$ cat config.mk
export PLATFORM = sky130hd
export DESIGN_NAME = cache_controller_flat
export DESIGN_NICKNAME = d
export VERILOG_FILES = /design/src/rtl/cache_if.sv /design/src/rtl/cache_controller.sv /design/src/flat_wrapper.sv
export SDC_FILE = /design/constraint.sdc
export NUM_CORES = 1
export LEC_CHECK = 0
export ABC_AREA = 0
export CAP_MARGIN = 20
export CORE_MARGIN = 1.5
export CORE_UTILIZATION = 41
export CTS_CLUSTER_SIZE = 10
export DETAILED_ROUTE_END_ITERATION = 10
export SYNTH_ARGS = -nofsm -noshare
export SYNTH_HDL_FRONTEND = slang
export SYNTH_SLANG_ARGS = --single-unit
$ cat constraint.sdc
create_clock -name clk -period 10.4 [get_ports clk]
set_clock_uncertainty 0.2 [all_clocks]
set_input_delay 1.56 -clock clk [delete_from_list [all_inputs] [get_ports clk]]
set_output_delay 1.56 -clock clk [all_outputs]
set_load 0.02 [all_outputs]
$ cat src/rtl/cache_if.sv
// CPU request/response and RAM port bundle for the direct-mapped cache.
// The controller takes the slave view; the CPU/RAM side takes the master view.
interface cache_if #(
   parameter int ADDLENGTH  = 16,
   parameter int DATALENGTH = 32
);
   logic                  cpu_req;
   logic                  cpu_we;
   logic [ADDLENGTH-1:0]  cpu_addr;
   logic [DATALENGTH-1:0] cpu_wdata;
   logic [DATALENGTH-1:0] cpu_rdata;
   logic                  cpu_ready;
   logic                  cpu_hit;
   logic [ADDLENGTH-1:0]  mem_addr;
   logic [DATALENGTH-1:0] mem_datain;
   logic [DATALENGTH-1:0] mem_dataout;
   logic                  mem_RE;
   logic                  mem_WE;

   modport slave (
      input  cpu_req, cpu_we, cpu_addr, cpu_wdata, mem_dataout,
      output cpu_rdata, cpu_ready, cpu_hit,
      output mem_addr, mem_datain, mem_RE, mem_WE
   );

   modport master (
      output cpu_req, cpu_we, cpu_addr, cpu_wdata, mem_dataout,
      input  cpu_rdata, cpu_ready, cpu_hit,
      input  mem_addr, mem_datain, mem_RE, mem_WE
   );
endinterface

$ cat src/rtl/cache_controller.sv
// Direct-mapped, write-through, no-write-allocate cache controller
// with one-word lines in front of a single-port synchronous RAM.
module cache_controller #(
   parameter int ADDLENGTH  = 16,
   parameter int DATALENGTH = 32,
   parameter int INDEXBITS  = 3
) (
   input  logic    clk,
   input  logic    rst,
   cache_if.slave  bus
);
   localparam int LINES   = 1 << INDEXBITS;
   localparam int TAGBITS = ADDLENGTH - INDEXBITS;

   typedef enum logic [2:0] {
      IDLE, LOOKUP, RD_REQ, RD_WAIT, WR_MEM
   } state_t;

   state_t state, state_nx;

   logic [ADDLENGTH-1:0]  addr_q;
   logic [DATALENGTH-1:0] wdata_q;
   logic                  we_q;
   logic                  hit_q;
   logic [DATALENGTH-1:0] rdata_q;
   logic                  ready_q;
   logic                  chit_q;

   logic [LINES-1:0]      valid_q;
   logic [TAGBITS-1:0]    tag_q  [LINES];
   logic [DATALENGTH-1:0] data_q [LINES];

   logic [INDEXBITS-1:0]  idx;
   logic [TAGBITS-1:0]    tag;
   logic                  hit;

   assign idx = addr_q[INDEXBITS-1:0];
   assign tag = addr_q[ADDLENGTH-1:INDEXBITS];
   assign hit = valid_q[idx] && (tag_q[idx] == tag);

   always_ff @(posedge clk or posedge rst) begin
      if (rst) state <= IDLE;
      else     state <= state_nx;
   end

   always_comb begin
      state_nx = state;
      unique case (state)
         IDLE:    if (bus.cpu_req) state_nx = LOOKUP;
         LOOKUP: begin
            if (we_q)     state_nx = WR_MEM;
            else if (hit) state_nx = IDLE;
            else          state_nx = RD_REQ;
         end
         RD_REQ:  state_nx = RD_WAIT;
         RD_WAIT: state_nx = IDLE;
         WR_MEM:  state_nx = IDLE;
         default: state_nx = IDLE;
      endcase
   end

   always_ff @(posedge clk or posedge rst) begin
      if (rst) begin
         addr_q  <= '0;
         wdata_q <= '0;
         we_q    <= 1'b0;
         hit_q   <= 1'b0;
         valid_q <= '0;
         rdata_q <= '0;
         ready_q <= 1'b0;
         chit_q  <= 1'b0;
      end else begin
         ready_q <= 1'b0;
         chit_q  <= 1'b0;
         unique case (state)
            IDLE: begin
               if (bus.cpu_req) begin
                  addr_q  <= bus.cpu_addr;
                  wdata_q <= bus.cpu_wdata;
                  we_q    <= bus.cpu_we;
               end
            end
            LOOKUP: begin
               hit_q <= hit;
               if (!we_q && hit) begin
                  rdata_q <= data_q[idx];
                  ready_q <= 1'b1;
                  chit_q  <= 1'b1;
               end
            end
            RD_WAIT: begin
               valid_q[idx] <= 1'b1;
               rdata_q      <= bus.mem_dataout;
               ready_q      <= 1'b1;
            end
            WR_MEM: begin
               ready_q <= 1'b1;
               chit_q  <= hit_q;
            end
            default: ;
         endcase
      end
   end

   // Tags and data need no reset: valid bits gate every use.
   always_ff @(posedge clk) begin
      if (state == RD_WAIT) begin
         tag_q[idx]  <= tag;
         data_q[idx] <= bus.mem_dataout;
      end else if (state == WR_MEM && hit_q) begin
         data_q[idx] <= wdata_q;
      end
   end

   assign bus.mem_addr   = addr_q;
   assign bus.mem_datain = wdata_q;
   assign bus.mem_RE     = (state == RD_REQ);
   assign bus.mem_WE     = (state == WR_MEM);
   assign bus.cpu_rdata  = rdata_q;
   assign bus.cpu_ready  = ready_q;
   assign bus.cpu_hit    = chit_q;
endmodule

$ cat src/flat_wrapper.sv
// flat-port wrapper written by rule: the top's interface ports become plain ports
module cache_controller_flat 
#(
   parameter int ADDLENGTH  = 16,
   parameter int DATALENGTH = 32,
   parameter int INDEXBITS  = 3
)
  (clk, rst, bus_cpu_req, bus_cpu_we, bus_cpu_addr, bus_cpu_wdata, bus_mem_dataout, bus_cpu_rdata, bus_cpu_ready, bus_cpu_hit, bus_mem_addr, bus_mem_datain, bus_mem_RE, bus_mem_WE);
  cache_if #(.ADDLENGTH(ADDLENGTH), .DATALENGTH(DATALENGTH)) bus_i ();
  input  logic clk;
  input  logic rst;
  input wire logic [$bits(bus_i.cpu_req)-1:0] bus_cpu_req;
  input wire logic [$bits(bus_i.cpu_we)-1:0] bus_cpu_we;
  input wire logic [$bits(bus_i.cpu_addr)-1:0] bus_cpu_addr;
  input wire logic [$bits(bus_i.cpu_wdata)-1:0] bus_cpu_wdata;
  input wire logic [$bits(bus_i.mem_dataout)-1:0] bus_mem_dataout;
  output wire logic [$bits(bus_i.cpu_rdata)-1:0] bus_cpu_rdata;
  output wire logic [$bits(bus_i.cpu_ready)-1:0] bus_cpu_ready;
  output wire logic [$bits(bus_i.cpu_hit)-1:0] bus_cpu_hit;
  output wire logic [$bits(bus_i.mem_addr)-1:0] bus_mem_addr;
  output wire logic [$bits(bus_i.mem_datain)-1:0] bus_mem_datain;
  output wire logic [$bits(bus_i.mem_RE)-1:0] bus_mem_RE;
  output wire logic [$bits(bus_i.mem_WE)-1:0] bus_mem_WE;
  assign bus_i.cpu_req = bus_cpu_req;
  assign bus_i.cpu_we = bus_cpu_we;
  assign bus_i.cpu_addr = bus_cpu_addr;
  assign bus_i.cpu_wdata = bus_cpu_wdata;
  assign bus_i.mem_dataout = bus_mem_dataout;
  assign bus_cpu_rdata = bus_i.cpu_rdata;
  assign bus_cpu_ready = bus_i.cpu_ready;
  assign bus_cpu_hit = bus_i.cpu_hit;
  assign bus_mem_addr = bus_i.mem_addr;
  assign bus_mem_datain = bus_i.mem_datain;
  assign bus_mem_RE = bus_i.mem_RE;
  assign bus_mem_WE = bus_i.mem_WE;
  cache_controller #(.ADDLENGTH(ADDLENGTH), .DATALENGTH(DATALENGTH), .INDEXBITS(INDEXBITS)) u_core (.clk(clk), .rst(rst), .bus(bus_i));
endmodule
After elaboration in Yosys (flattened, before gate mapping) --
Memories as Yosys holds them, arrays and structs flattened. Index checks and enable logic that the tools add are counted.
Word-level totals: register bits 95, RAM bits 360, bits of input ports 84, output and inout bits 84, memories 2
Cells by class: $lt $le $gt $ge 2, equality and inequality tests 7, mux-type cells 19, bitwise gates (word level) 2, reduce and logical (&&, ||, !) cells 10
Memory list:
- u_core.data_q | depth 8, width 32, read ports 1, clocked after Yosys merged registers in 0, wr ports 1, line cache_controller.sv:31 | logic [DATALENGTH-1:0] data_q [LINES];
- u_core.tag_q | depth 8, width 13, read ports 1, clocked after Yosys merged registers in 0, wr ports 1, line cache_controller.sv:30 | logic [TAGBITS-1:0] tag_q [LINES];
Operators by type and width (count):
- 32-bit 2-to-1 mux | 2
- 32-bit case mux with 2 select lines | 1
- 13-bit == test | 1
- 3-bit case mux with 3 select lines | 1
- 1-bit 2-to-1 mux | 8
- 8-bit OR | 1
- 3-bit by 2-bit == test with 1-bit output (second input constant) | 2
- 3-bit 2-to-1 mux | 2
- 1-bit logical AND | 4
- 3-bit by 4-bit less-than comparator with 1-bit output (second input constant) | 1
- 1-bit case mux with 2 select lines | 2
- 2-bit AND reduction | 2
- 1-bit binary-select mux with 3-bit select | 1
- 1-bit demux with 3-bit select | 1
- 3-bit by 1-bit == test with 1-bit output (second input constant) | 1
- 3-bit == test (second input constant) | 1
- 3-bit by 1-bit greater-or-equal comparator with 1-bit output (second input constant) | 1
- 3-bit logical NOT | 1
- 2-bit 2-to-1 mux | 1
- 2-bit by 1-bit != test with 1-bit output (second input constant) | 1
- 2-bit != test (second input constant) | 1
- 2-bit nonzero test | 1
- 2-bit OR reduction | 1
- 1-bit logical NOT | 1
- 1-bit OR | 1

Depth between registers and ports, before layout --
word-level depth 6, gate-level depth with buffers 13, depth with buffers taken out 7

Worst setup path before layout --
Ideal clock, no wire load.
path kind register to register, start point register u_core.addr_q[0] (netlist: u_core.bus.mem_addr[0]), end point memory u_core.data_q[1][0], enable pin, arrival 3.571 ns, required time 9.779 ns, slack 6.208 ns, cell stages (with the launch flop) 11, buffers on the path 8, cells stage by stage dfrtp_1 -> buf_6 -> buf_12 -> buf_6 -> buf_2 -> buf_2 -> buf_2 -> buf_2 -> buf_2 -> o21ai_0 -> nor2_1
RTL lines:
- start: declaration | line cache_controller.sv:21 | logic [ADDLENGTH-1:0] addr_q;
- start signal: assignment | line cache_controller.sv:78 | addr_q <= bus.cpu_addr;
- end: declaration | line cache_controller.sv:31
Straight into the memory's write port.

Final worst setup path --
start point register u_core.addr_q[1] (netlist: u_core.bus.mem_addr[1]), end point register u_core.rdata_q[4] (netlist: u_core.bus.cpu_rdata[4])
On the way: longest elaborated chain between the ends 6, elaborated cells on any way between the ends 11, classes of those cells eq/ne (2); mux (4); reduce/logical (3); memory (2)
RTL lines:
- memory 8 x 13 bit / 1-bit binary-select mux with 3-bit select (equally long branches)
- 13-bit == test / 1-bit 2-to-1 mux (equally long branches) | line cache_controller.sv:39 | assign hit = valid_q[idx] && (tag_q[idx] == tag);
- 1-bit logical AND | line cache_controller.sv:39
- 1-bit logical AND | line cache_controller.sv:85 | if (!we_q && hit) begin
- 2-bit by 1-bit != test with 1-bit output (no line)
- 2-bit AND reduction (no line)
- end signal: assignment | line cache_controller.sv:86 | rdata_q <= data_q[idx];
- end signal: assignment | line cache_controller.sv:93 | rdata_q <= bus.mem_dataout;
- end: declaration | line cache_controller.sv:25 | logic [DATALENGTH-1:0] rdata_q;
Parallel ways exist; a longest one is shown, timed or not. The select of a mux whose other input is x is not followed. A chain may end at the register's enable or synchronous reset.

==> results.toml <==
[finish]
n_fill_cell = 3740
final_cell_mix = "edfxtp_1 (360), clkdlybuf4s50_1 (167), mux2_2 (105)"
multi_input_area_sq_um = 5170
syn2layout_area_growth_pct = 20.8
nets = 1391
final_common_cell = "edfxtp_1"
regArea_sq_um = 13200
instances_no_fill = 1941
diodes = 0
drive_gt1_frac = 0.198
design_area_sq_um = 22500

[worst_setup_path]
cpPeakStageDelay_ns = 0.92
crit_chain = "buf_4 > nor2b_1 > buf_4 > a22oi_1 > a21oi_1 > o2111ai_1 > nor4b_4 > buf_4 > and4_1 > o221ai_2"
rr_worst_depth = 10
r2r_start = "u_core.bus.mem_addr[1]"
r2r-end = "u_core.bus.cpu_rdata[4]"
critical_path_class = "reg -> reg"
critPathMaxFanout = 64
end_kind = "flip-flop"
critPathMostFrequentCell = "buf_4"
r2r_slack_ns = 5.77
arrival_ns = 4.88
slowest_stage = "dfrtp_4"
startpoint_type = "flip-flop"
required_ns = 10.65
path_delay_family = "buffers and inverters"
crit_buf_inv = 3

[clock_tree]
clk_latency_ns = 0.59
post_cts_buffers = 0
hold_buffers = 0
htree_levels = 2
cts_buffer_depth = 3
worst_setup_hold_path_clk_slew_ns = 0.06
cts_sinks = 455
cts-resized-gates = 0
cts_tree = "yes"
root_buffer = "clkbuf_16"
cts_buffers = 52

[worst_hold_path]
hold_depth = 1
hp-start = "u_core.valid_q[2]"
min_path_type = "reg -> reg"
hold_end = "u_core.valid_q[2]"

[power]
peakVddDrop_uv = 218
clockPowerShare = 0.252
swShare = 0.358
seqPwrFrac = 0.400
p_leak_nw = 7.81
switchingPower_w = 0.00234
powerDensity_nw_per_um2 = 290
cellInternalPower_w = 0.00420
p_comb_frac = 0.348

[logic_synthesis]
synth_seq_area_share = 0.707
ys_warn_count = 0
synthArstFlopShare = 0.209
synth_ff_type = "edfxtp_1"
synth_top_area_frac = 0.580
yosys.cell_types.count = 58
avgSynthCellArea_sq_um = 16.3
synth-seq-cells = 455
netlist_area_sq_um = 18600
synth_area_leader_cell = "edfxtp_1"
netlist_instances = 1143
synth_edf_count = 360
synth_nets = 1227
synth_area_leaders = "edfxtp_1 (58%), dfrtp_1 (13%), mux2_2 (6.3%)"

[floorplan]
core_sq_um = 44500
rows = 77
die_x_um = 216
dieArea_sq_um = 46800
die_h_um = 216
pin_count = 168
start_util = 0.419

[sta]
fin_crit_ns = 4.63
max_slew_margin = 0.295
worst_pin_slew_ns = 1.05
final.setup.worst_slack_ns = 5.77
finalSetupTns_ns = 0
rsz0062_at_grt = "no"
finalHoldViolCount = 0
final_max_slew_viol_count = 0
max_freq_mhz = 216
final-setup-viol-count = 0
min_period_over_period = 0.445

[route]
drtAntennaViolNets = 0
drtPass1Iterations = 5
vias = 11000
drc = 0
avgRoutedWirePerCell_um = 24.4
avgViaCountPerCell = 5.67
drt-total-wl_mm = 47.3
drt_iter0_drc = 928

[placement]
place_ws_ns = 5.71
routabilityCongestion = 0.751
hpwl_mm = 27.5
placed_area_sq_um = 21000
post-place-cells = 1844
numPortBuffers = 167

[job]
drv_cap = 0

[global_routing]
grt_usage = 0.203
grt_pass1_vias = 11300
antenna_found_initial = 1
grt_pass1_wl_mm = 71.6
grt_max_degree = 66
overflow = 0

[run_status]
status = "finished, final reports clean"
[cell usage after synthesis, drive strengths merged, types with 22 or more instances]
cell type and n:
buf 48, mux4 33, clkbuf 38, o21ai 45, nor2 55, edfxtp 360
a21oi 30, mux2i 50, dfrtp 95, a221oi 22, mux2 106, a41o 30
nand2 66, a41oi 30
[cell type report]
class | count | share of cell area
flip-flops and latches | 455 | 0.586
inverters | 4 | 0.000778
multi-input cells | 598 | 0.230
clock buffers | 92 | 0.0653
clock inverters | 4 | 0.00150
repair buffers | 196 | 0.0841
well taps | 592 | 0.0329
[logic make-up after synthesis]
logic type             after synthesis  share of synthesized area
flip-flops                         455                      0.707
AO/OA/AOI/OAI                      221                     0.0899
multiplexers                       189                      0.131
XOR/XNOR                            11                    0.00517
buffers and inverters               90                     0.0231
AND/OR/NAND/NOR                    177                     0.0440
[layer usage]
layer  up-vias  GRT usage  wire [um]
met2       349      0.333      23000
met5         -          0          0
met1      5708      0.277      20500
met3        69     0.0371       2780
li1       4876          -          -
met4         0     0.0567       1010
[power groups by stage]
stage / combinational [W] / sequential [W] / clock (W)
2_1_floorplan: 0.00134 / 0.00267 / 0
3_3_place_gp: 0.00227 / 0.00265 / 0
3_5_place_dp: 0.00229 / 0.00265 / 0
4_1_cts: 0.00229 / 0.00262 / 0.00168
5_1_grt: 0.00244 / 0.00266 / 0.00175
6_report: 0.00228 / 0.00261 / 0.00165
[how the worst max path moves through the flow]
stage                                 startpoint                       end  slack (ns)  depth (start not counted)
final                     u_core.bus.mem_addr[1]   u_core.bus.cpu_rdata[4]        5.77                         10
after global placement    u_core.bus.mem_addr[1]   u_core.bus.cpu_rdata[4]        5.83                         10
after CTS                 u_core.bus.mem_addr[1]   u_core.bus.cpu_rdata[4]        5.69                         10
after floorplan                              rst        u_core.bus.cpu_hit        6.16                          1
after detailed placement  u_core.bus.mem_addr[1]   u_core.bus.cpu_rdata[4]        5.71                         10
after global routing      u_core.bus.mem_addr[1]  u_core.bus.cpu_rdata[25]        5.51                         10
[stage by stage]
step / utilization / hold WS (ns) / total power (W)
after floorplan: - / 0.234 / 0.00402
after global placement: 0.472 / 0.246 / 0.00492
after detailed placement: 0.472 / 0.247 / 0.00494
after CTS: 0.506 / 0.268 / 0.00659
after global routing: 0.506 / 0.281 / 0.00684
final: 0.506 / 0.264 / 0.00654
[registers in the layout, summed over array words and instances, names as in the netlist]
name,count
u_core.bus.cpu_rdata,32
u_core.tag_q,104
u_core.data_q,256
u_core.hit_q,1
u_core.bus.mem_addr,16
u_core.bus.cpu_hit,1
u_core.bus.cpu_ready,1
u_core.bus.mem_datain,32
u_core.valid_q,8
u_core.state,3
u_core.we_q,1
Power figures use the tool's default switching activity.
